[config.mk]
export PLATFORM = sky130hd
export DESIGN_NAME = display_scheduler_flat
export DESIGN_NICKNAME = d
export VERILOG_FILES = /design/src/rtl/display_scheduler_if.sv /design/src/rtl/display_scheduler.sv /design/src/flat_wrapper.sv
export SDC_FILE = /design/constraint.sdc
export NUM_CORES = 1
export LEC_CHECK = 0
export ABC_AREA = 1
export CAP_MARGIN = 10
export CORE_ASPECT_RATIO = 1.25
export CORE_MARGIN = 2
export CORE_UTILIZATION = 45
export CTS_CLUSTER_DIAMETER = 40
export DETAILED_ROUTE_END_ITERATION = 7
export GPL_ROUTABILITY_DRIVEN = 1
export PLACE_DENSITY_LB_ADDON = 0.05
export SLEW_MARGIN = 30
export SYNTH_ARGS = -nofsm -noshare
export SYNTH_HDL_FRONTEND = slang
export SYNTH_SLANG_ARGS = --single-unit
[constraint.sdc]
create_clock -name hz100 -period 7.6 [get_ports hz100]
set_clock_uncertainty 0.1 [all_clocks]
set_input_delay 1.52 -clock hz100 [delete_from_list [all_inputs] [get_ports hz100]]
set_output_delay 1.52 -clock hz100 [all_outputs]
set_load 0.05 [all_outputs]
[src/rtl/display_scheduler_if.sv]
// Bus between the world-clock face logic and the display scheduler.
// The master is the clock/decoder side; the slave is the scheduler itself.
interface display_scheduler_if;
  logic       refresh;
  logic [6:0] sec;
  logic [6:0] min;
  logic [6:0] hr;
  logic [6:0] zone;
  logic [3:0] blink_mask;
  logic       blink_phase;
  logic [6:0] dec_value;
  logic [7:0] dec_left;
  logic [7:0] dec_right;
  logic [63:0] seg;
  logic       busy;
  logic       frame_done;

  modport master (
    output refresh, sec, min, hr, zone, blink_mask, blink_phase, dec_left, dec_right,
    input  dec_value, seg, busy, frame_done
  );

  modport slave (
    input  refresh, sec, min, hr, zone, blink_mask, blink_phase, dec_left, dec_right,
    output dec_value, seg, busy, frame_done
  );
endinterface

[src/rtl/display_scheduler.sv]
// Time-shares one two-digit seven-segment decoder across the four clock fields
// and assembles the results, with overlays, into a 64-bit segment bank.
module display_scheduler #(
  parameter logic [3:0] LZ_BLANK_MASK = 4'b0100,
  parameter logic [3:0] DP_MASK       = 4'b0000
) (
  input logic                hz100,
  input logic                reset_n,
  display_scheduler_if.slave bus
);

  typedef enum logic [1:0] {IDLE, ISSUE, CAPTURE, DONE} state_t;

  state_t      state_reg, state_next;
  logic [1:0]  slot_reg, slot_next;
  logic        pending_reg, pending_next;
  logic        busy_reg, busy_next;
  logic        frame_done_reg, frame_done_next;
  logic [6:0]  dec_value_reg, dec_value_next;
  logic [6:0]  snap_reg [4];
  logic [15:0] seg_slot_reg [4];
  logic [6:0]  field [4];
  logic        snap_load;
  logic        seg_we;
  logic [6:0]  cur_value;
  logic [7:0]  pair_left, pair_right;
  logic [63:0] seg_flat;

  assign field[0] = bus.sec;
  assign field[1] = bus.min;
  assign field[2] = bus.hr;
  assign field[3] = bus.zone;

  always_ff @(posedge hz100) begin
    if (!reset_n) begin
      state_reg      <= IDLE;
      slot_reg       <= 2'd0;
      pending_reg    <= 1'b0;
      busy_reg       <= 1'b0;
      frame_done_reg <= 1'b0;
      dec_value_reg  <= 7'd0;
    end else begin
      state_reg      <= state_next;
      slot_reg       <= slot_next;
      pending_reg    <= pending_next;
      busy_reg       <= busy_next;
      frame_done_reg <= frame_done_next;
      dec_value_reg  <= dec_value_next;
    end
  end

  always_comb begin
    state_next      = state_reg;
    slot_next       = slot_reg;
    pending_next    = pending_reg;
    busy_next       = busy_reg;
    frame_done_next = 1'b0;
    dec_value_next  = dec_value_reg;
    snap_load       = 1'b0;
    seg_we          = 1'b0;
    case (state_reg)
      IDLE: begin
        if (bus.refresh || pending_reg) begin
          snap_load    = 1'b1;
          pending_next = 1'b0;
          slot_next    = 2'd0;
          busy_next    = 1'b1;
          state_next   = ISSUE;
        end
      end
      ISSUE: begin
        pending_next   = pending_reg | bus.refresh;
        dec_value_next = snap_reg[slot_reg];
        state_next     = CAPTURE;
      end
      CAPTURE: begin
        pending_next = pending_reg | bus.refresh;
        seg_we       = 1'b1;
        if (slot_reg == 2'd3) begin
          frame_done_next = 1'b1;
          state_next      = DONE;
        end else begin
          slot_next  = slot_reg + 2'd1;
          state_next = ISSUE;
        end
      end
      DONE: begin
        // A request seen here still queues the next frame behind one IDLE cycle.
        pending_next = pending_reg | bus.refresh;
        busy_next    = 1'b0;
        slot_next    = 2'd0;
        state_next   = IDLE;
      end
      default: state_next = IDLE;
    endcase
  end

  // Overlay priority: blink wins outright (no DP), then dashes, then digits.
  always_comb begin
    cur_value  = snap_reg[slot_reg];
    pair_left  = bus.dec_left;
    pair_right = bus.dec_right;
    if (bus.blink_mask[slot_reg] && bus.blink_phase) begin
      pair_left  = 8'h00;
      pair_right = 8'h00;
    end else begin
      if (cur_value > 7'd99) begin
        pair_left  = 8'h40;
        pair_right = 8'h40;
      end else if (LZ_BLANK_MASK[slot_reg] && (cur_value < 7'd10)) begin
        pair_left = 8'h00;
      end
      if (DP_MASK[slot_reg]) begin
        pair_right[7] = 1'b1;
      end
    end
  end

  for (genvar gi = 0; gi < 4; gi++) begin : g_slot
    always_ff @(posedge hz100) begin
      if (!reset_n) begin
        snap_reg[gi] <= 7'd0;
      end else if (snap_load) begin
        snap_reg[gi] <= field[gi];
      end
    end

    always_ff @(posedge hz100) begin
      if (!reset_n) begin
        seg_slot_reg[gi] <= 16'h0000;
      end else if (seg_we && (slot_reg == 2'(gi))) begin
        seg_slot_reg[gi] <= {pair_left, pair_right};
      end
    end
  end

  always_comb begin
    seg_flat = 64'd0;
    for (int i = 0; i < 4; i++) begin
      seg_flat[16*i +: 16] = seg_slot_reg[i];
    end
  end

  assign bus.seg        = seg_flat;
  assign bus.dec_value  = dec_value_reg;
  assign bus.busy       = busy_reg;
  assign bus.frame_done = frame_done_reg;

endmodule
[src/flat_wrapper.sv]
// flat-port wrapper written by rule: the top's interface ports become plain ports
module display_scheduler_flat 
#(
  parameter logic [3:0] LZ_BLANK_MASK = 4'b0100,
  parameter logic [3:0] DP_MASK       = 4'b0000
)
  (hz100, reset_n, bus_refresh, bus_sec, bus_min, bus_hr, bus_zone, bus_blink_mask, bus_blink_phase, bus_dec_left, bus_dec_right, bus_dec_value, bus_seg, bus_busy, bus_frame_done);
  display_scheduler_if bus_i ();
  input logic hz100;
  input logic reset_n;
  input wire logic [$bits(bus_i.refresh)-1:0] bus_refresh;
  input wire logic [$bits(bus_i.sec)-1:0] bus_sec;
  input wire logic [$bits(bus_i.min)-1:0] bus_min;
  input wire logic [$bits(bus_i.hr)-1:0] bus_hr;
  input wire logic [$bits(bus_i.zone)-1:0] bus_zone;
  input wire logic [$bits(bus_i.blink_mask)-1:0] bus_blink_mask;
  input wire logic [$bits(bus_i.blink_phase)-1:0] bus_blink_phase;
  input wire logic [$bits(bus_i.dec_left)-1:0] bus_dec_left;
  input wire logic [$bits(bus_i.dec_right)-1:0] bus_dec_right;
  output wire logic [$bits(bus_i.dec_value)-1:0] bus_dec_value;
  output wire logic [$bits(bus_i.seg)-1:0] bus_seg;
  output wire logic [$bits(bus_i.busy)-1:0] bus_busy;
  output wire logic [$bits(bus_i.frame_done)-1:0] bus_frame_done;
  assign bus_i.refresh = bus_refresh;
  assign bus_i.sec = bus_sec;
  assign bus_i.min = bus_min;
  assign bus_i.hr = bus_hr;
  assign bus_i.zone = bus_zone;
  assign bus_i.blink_mask = bus_blink_mask;
  assign bus_i.blink_phase = bus_blink_phase;
  assign bus_i.dec_left = bus_dec_left;
  assign bus_i.dec_right = bus_dec_right;
  assign bus_dec_value = bus_i.dec_value;
  assign bus_seg = bus_i.seg;
  assign bus_busy = bus_i.busy;
  assign bus_frame_done = bus_i.frame_done;
  display_scheduler #(.LZ_BLANK_MASK(LZ_BLANK_MASK), .DP_MASK(DP_MASK)) u_core (.hz100(hz100), .reset_n(reset_n), .bus(bus_i));
endmodule
==> results.py <==
metrics = {
    "floorplan": {
        "die_x_um": 94.1,
        "initial_utilization_pct": 45.6,
        "pin_count": 125,
        "die_area_um2": 11000,
        "die_h_um": 117,
        "row_count": 41,
        "design.core.area_um2": 10000,
    },
    "place": {
        "portBuffers": 124,
        "dpl_cell_area_um2": 5880,
        "hpwl_mm": 6.75,
        "gp_congestion": 0.757,
    },
    "clocking": {
        "insertion_delay_ns": 0.34,
        "clock-sinks": 108,
        "cts_resized": 0,
        "cts.path.max_buffers": 2,
        "cts_tree": "done",
        "htreeDepth": 3,
        "cts_root_buf": "clkbuf_16",
        "cts_setup_buffers": 0,
        "hold_buffers": 0,
        "clkTransAtPathRegs_ns": 0.07,
        "numCtsBuffers": 9,
    },
    "min_path": {
        "hold_class": "reg -> reg",
        "holdCritStartpoint": "u_core.bus.busy",
        "hold_path_depth": 2,
        "min_to": "u_core.bus.busy",
    },
    "timing": {
        "setup_tns_ns": 0,
        "rsz0062_at_grt": "false",
        "fin_crit_sh_pct": 47.8,
        "finalSetupViolations": 0,
        "layout_min_cycle_time_ns": 3.63,
        "slew_viol_final": 0,
        "worst_pin_slew_ns": 0.985,
        "hold_viol": 0,
        "fmax_mhz": 275,
        "relSlewSlack_pct": 34.1,
    },
    "routing": {
        "wl_mm": 9.50,
        "wire_per_inst_um": 14.8,
        "drt_iter0_markers": 124,
        "vias": 3116,
        "antenna_left": 0,
        "dr.pass1.iters": 4,
        "via_per_inst": 4.86,
        "route.detailed.drc": 0,
    },
    "finish": {
        "largest_reg_flops": 64,
        "synthToLayoutAreaGrowth_pct": 35.8,
        "drive_gt1_share_pct": 13.3,
        "num-nets-final": 563,
        "finalInstanceArea_um2": 6200,
        "n_fill_cell": 823,
        "antenna_cells": 0,
    },
    "power": {
        "ir_drop_v": 0.000147,
        "powerDensity_nw_per_um2": 237,
        "leakage_uw": 0.00236,
    },
    "synth": {
        "yosysTopAreaCell": "edfxtp_1",
        "yosys-top-cells-area": "edfxtp_1 61%, nor3_2 8.8%, dfxtp_1 7.0%",
        "syn_nets": 445,
        "synth-seq-area-share_pct": 67.5,
        "synth_cell_types": 23,
        "netlist.area_leader.share_pct": 60.5,
        "ys_seq_elements": 108,
        "postSynthCellCount": 389,
        "ys_warn_count": 0,
        "syn_avg_cell_area_um2": 11.7,
        "mappedNetlistArea_um2": 4560,
    },
    "worst_setup_path": {
        "r2r_slack_ns": 5.12,
        "cp.required_ns": 7.66,
        "r2r-end": "u_core.seg_slot_reg[1][13]",
        "reg2regPathDepth": 9,
        "critPathSlowestCell": "clkdlybuf4s50_1",
        "setup.worst_path.start_class": "primary input",
        "crit_type": "in -> reg",
        "path_cells": "clkdlybuf4s50_1, nand3_1, nor3_1",
        "cp_slowest_stage_delay_ns": 0.92,
        "path_buf_inv": 1,
        "crit_family": "simple AND/OR/NAND/NOR gates",
        "path_max_fanout": 18,
        "worst_setup_path_end_kind": "flop",
        "cp.arrival_ns": 3.69,
    },
    "global_routing": {
        "overflow": 0,
        "grt_pass1_vias": 2940,
        "grt_pass1_wl_mm": 14.5,
        "track_usage_pct": 17.6,
        "grt_max_degree": 57,
        "antenna_found_initial": 0,
    },
    "job": {
        "cap_violations": 0,
    },
    "status": {
        "status": "completed",
    },
}
-- layout by cell type, fill, tap and decap left out, types with 9 or more instances in the layout --
cell type	Yosys	routed
dfxtp_1	16	16
nand3_1	18	18
inv_1	39	39
nor3_1	17	17
edfxtp_1	92	92
clkdlybuf4s50_1	0	124
o21ai_0	9	9
nor2_1	48	48
nor3_2	40	40
a21oi_1	9	9
clkbuf_16	0	9
nand2_1	61	60
-- final cells by class --
cell class | count | area, µm² | area share, %
Tap cell | 129 | 161 | 2.60
Inverter | 46 | 173 | 2.79
Clock inverter | 7 | 90.1 | 1.45
Multi-Input combinational cell | 216 | 1210 | 19.5
Sequential cell | 108 | 3080 | 49.7
Clock buffer | 9 | 225 | 3.63
Timing Repair Buffer | 126 | 1260 | 20.3
-- worst reg2reg max path: cells and delay by family, from the launching register on --
kind	cells	cell delay [ns]
AND/OR/NAND/NOR	7	0.71
flip-flops	1	0.48
buffers and inverters	2	0.93
-- cell usage after synthesis --
cell       n
clkbuf_1   9
dfxtp_1   16
a21oi_1    9
nand2_2    1
nand3_1   18
o22ai_1    1
o31ai_1    1
buf_6      4
ha_1       4
o21ai_0    9
inv_2      7
nor2_1    48
nor3_2    40
buf_2      4
o21ai_1    3
edfxtp_1  92
nor3_1    17
buf_4      2
nand2_1   61
a211oi_1   2
inv_1     39
o221ai_1   1
nor2_4     1
-- cells by family after synthesis --
group	count (synthesis)	share of synthesized area (%)
adder cells (fa/ha/maj)	4	1.10
buffers and inverters	65	6.28
AND/OR/NAND/NOR	186	22.0
AO/OA/AOI/OAI	26	3.12
flip-flops	108	67.5
-- metrics by stage --
step	utilization, %	total power, µW	std cells	setup WS [ns]	hold WS, ns
floorplan	-	905	389	3.33	0.379
global placement	58.8	992	625	3.71	0.372
detailed placement	58.8	995	625	3.64	0.376
CTS	62.0	1480	641	4.02	0.387
global route	62.0	1530	641	3.83	0.413
finish	62.0	1470	641	3.97	0.379
-- power by group --
group	total, µW	switching [µW]	internal [µW]
sequential	708	21.4	687
combinational	273	187	85.1
clock	489	202	288
-- layer usage --
layer,up-vias,global-route usage [%],routed length [µm]
met5,-,0,0
met4,0,6.96,84
met3,6,4.45,460
met2,88,30.9,4920
met1,1475,20.8,4040
li1,1547,-,-
-- how the worst max path moves through the flow --
stage	from	end	slack, ns	cells past startpoint
2_1_floorplan	bus_refresh	u_core.snap_reg[0][0]	3.33	2
3_3_place_gp	reset_n	u_core.seg_slot_reg[0][8]	3.71	3
3_5_place_dp	reset_n	u_core.seg_slot_reg[0][4]	3.64	3
4_1_cts	reset_n	u_core.seg_slot_reg[0][4]	4.02	3
5_1_grt	reset_n	u_core.seg_slot_reg[1][13]	3.83	3
6_report	reset_n	u_core.seg_slot_reg[1][13]	3.97	3
(Power assumes the default switching activity.)
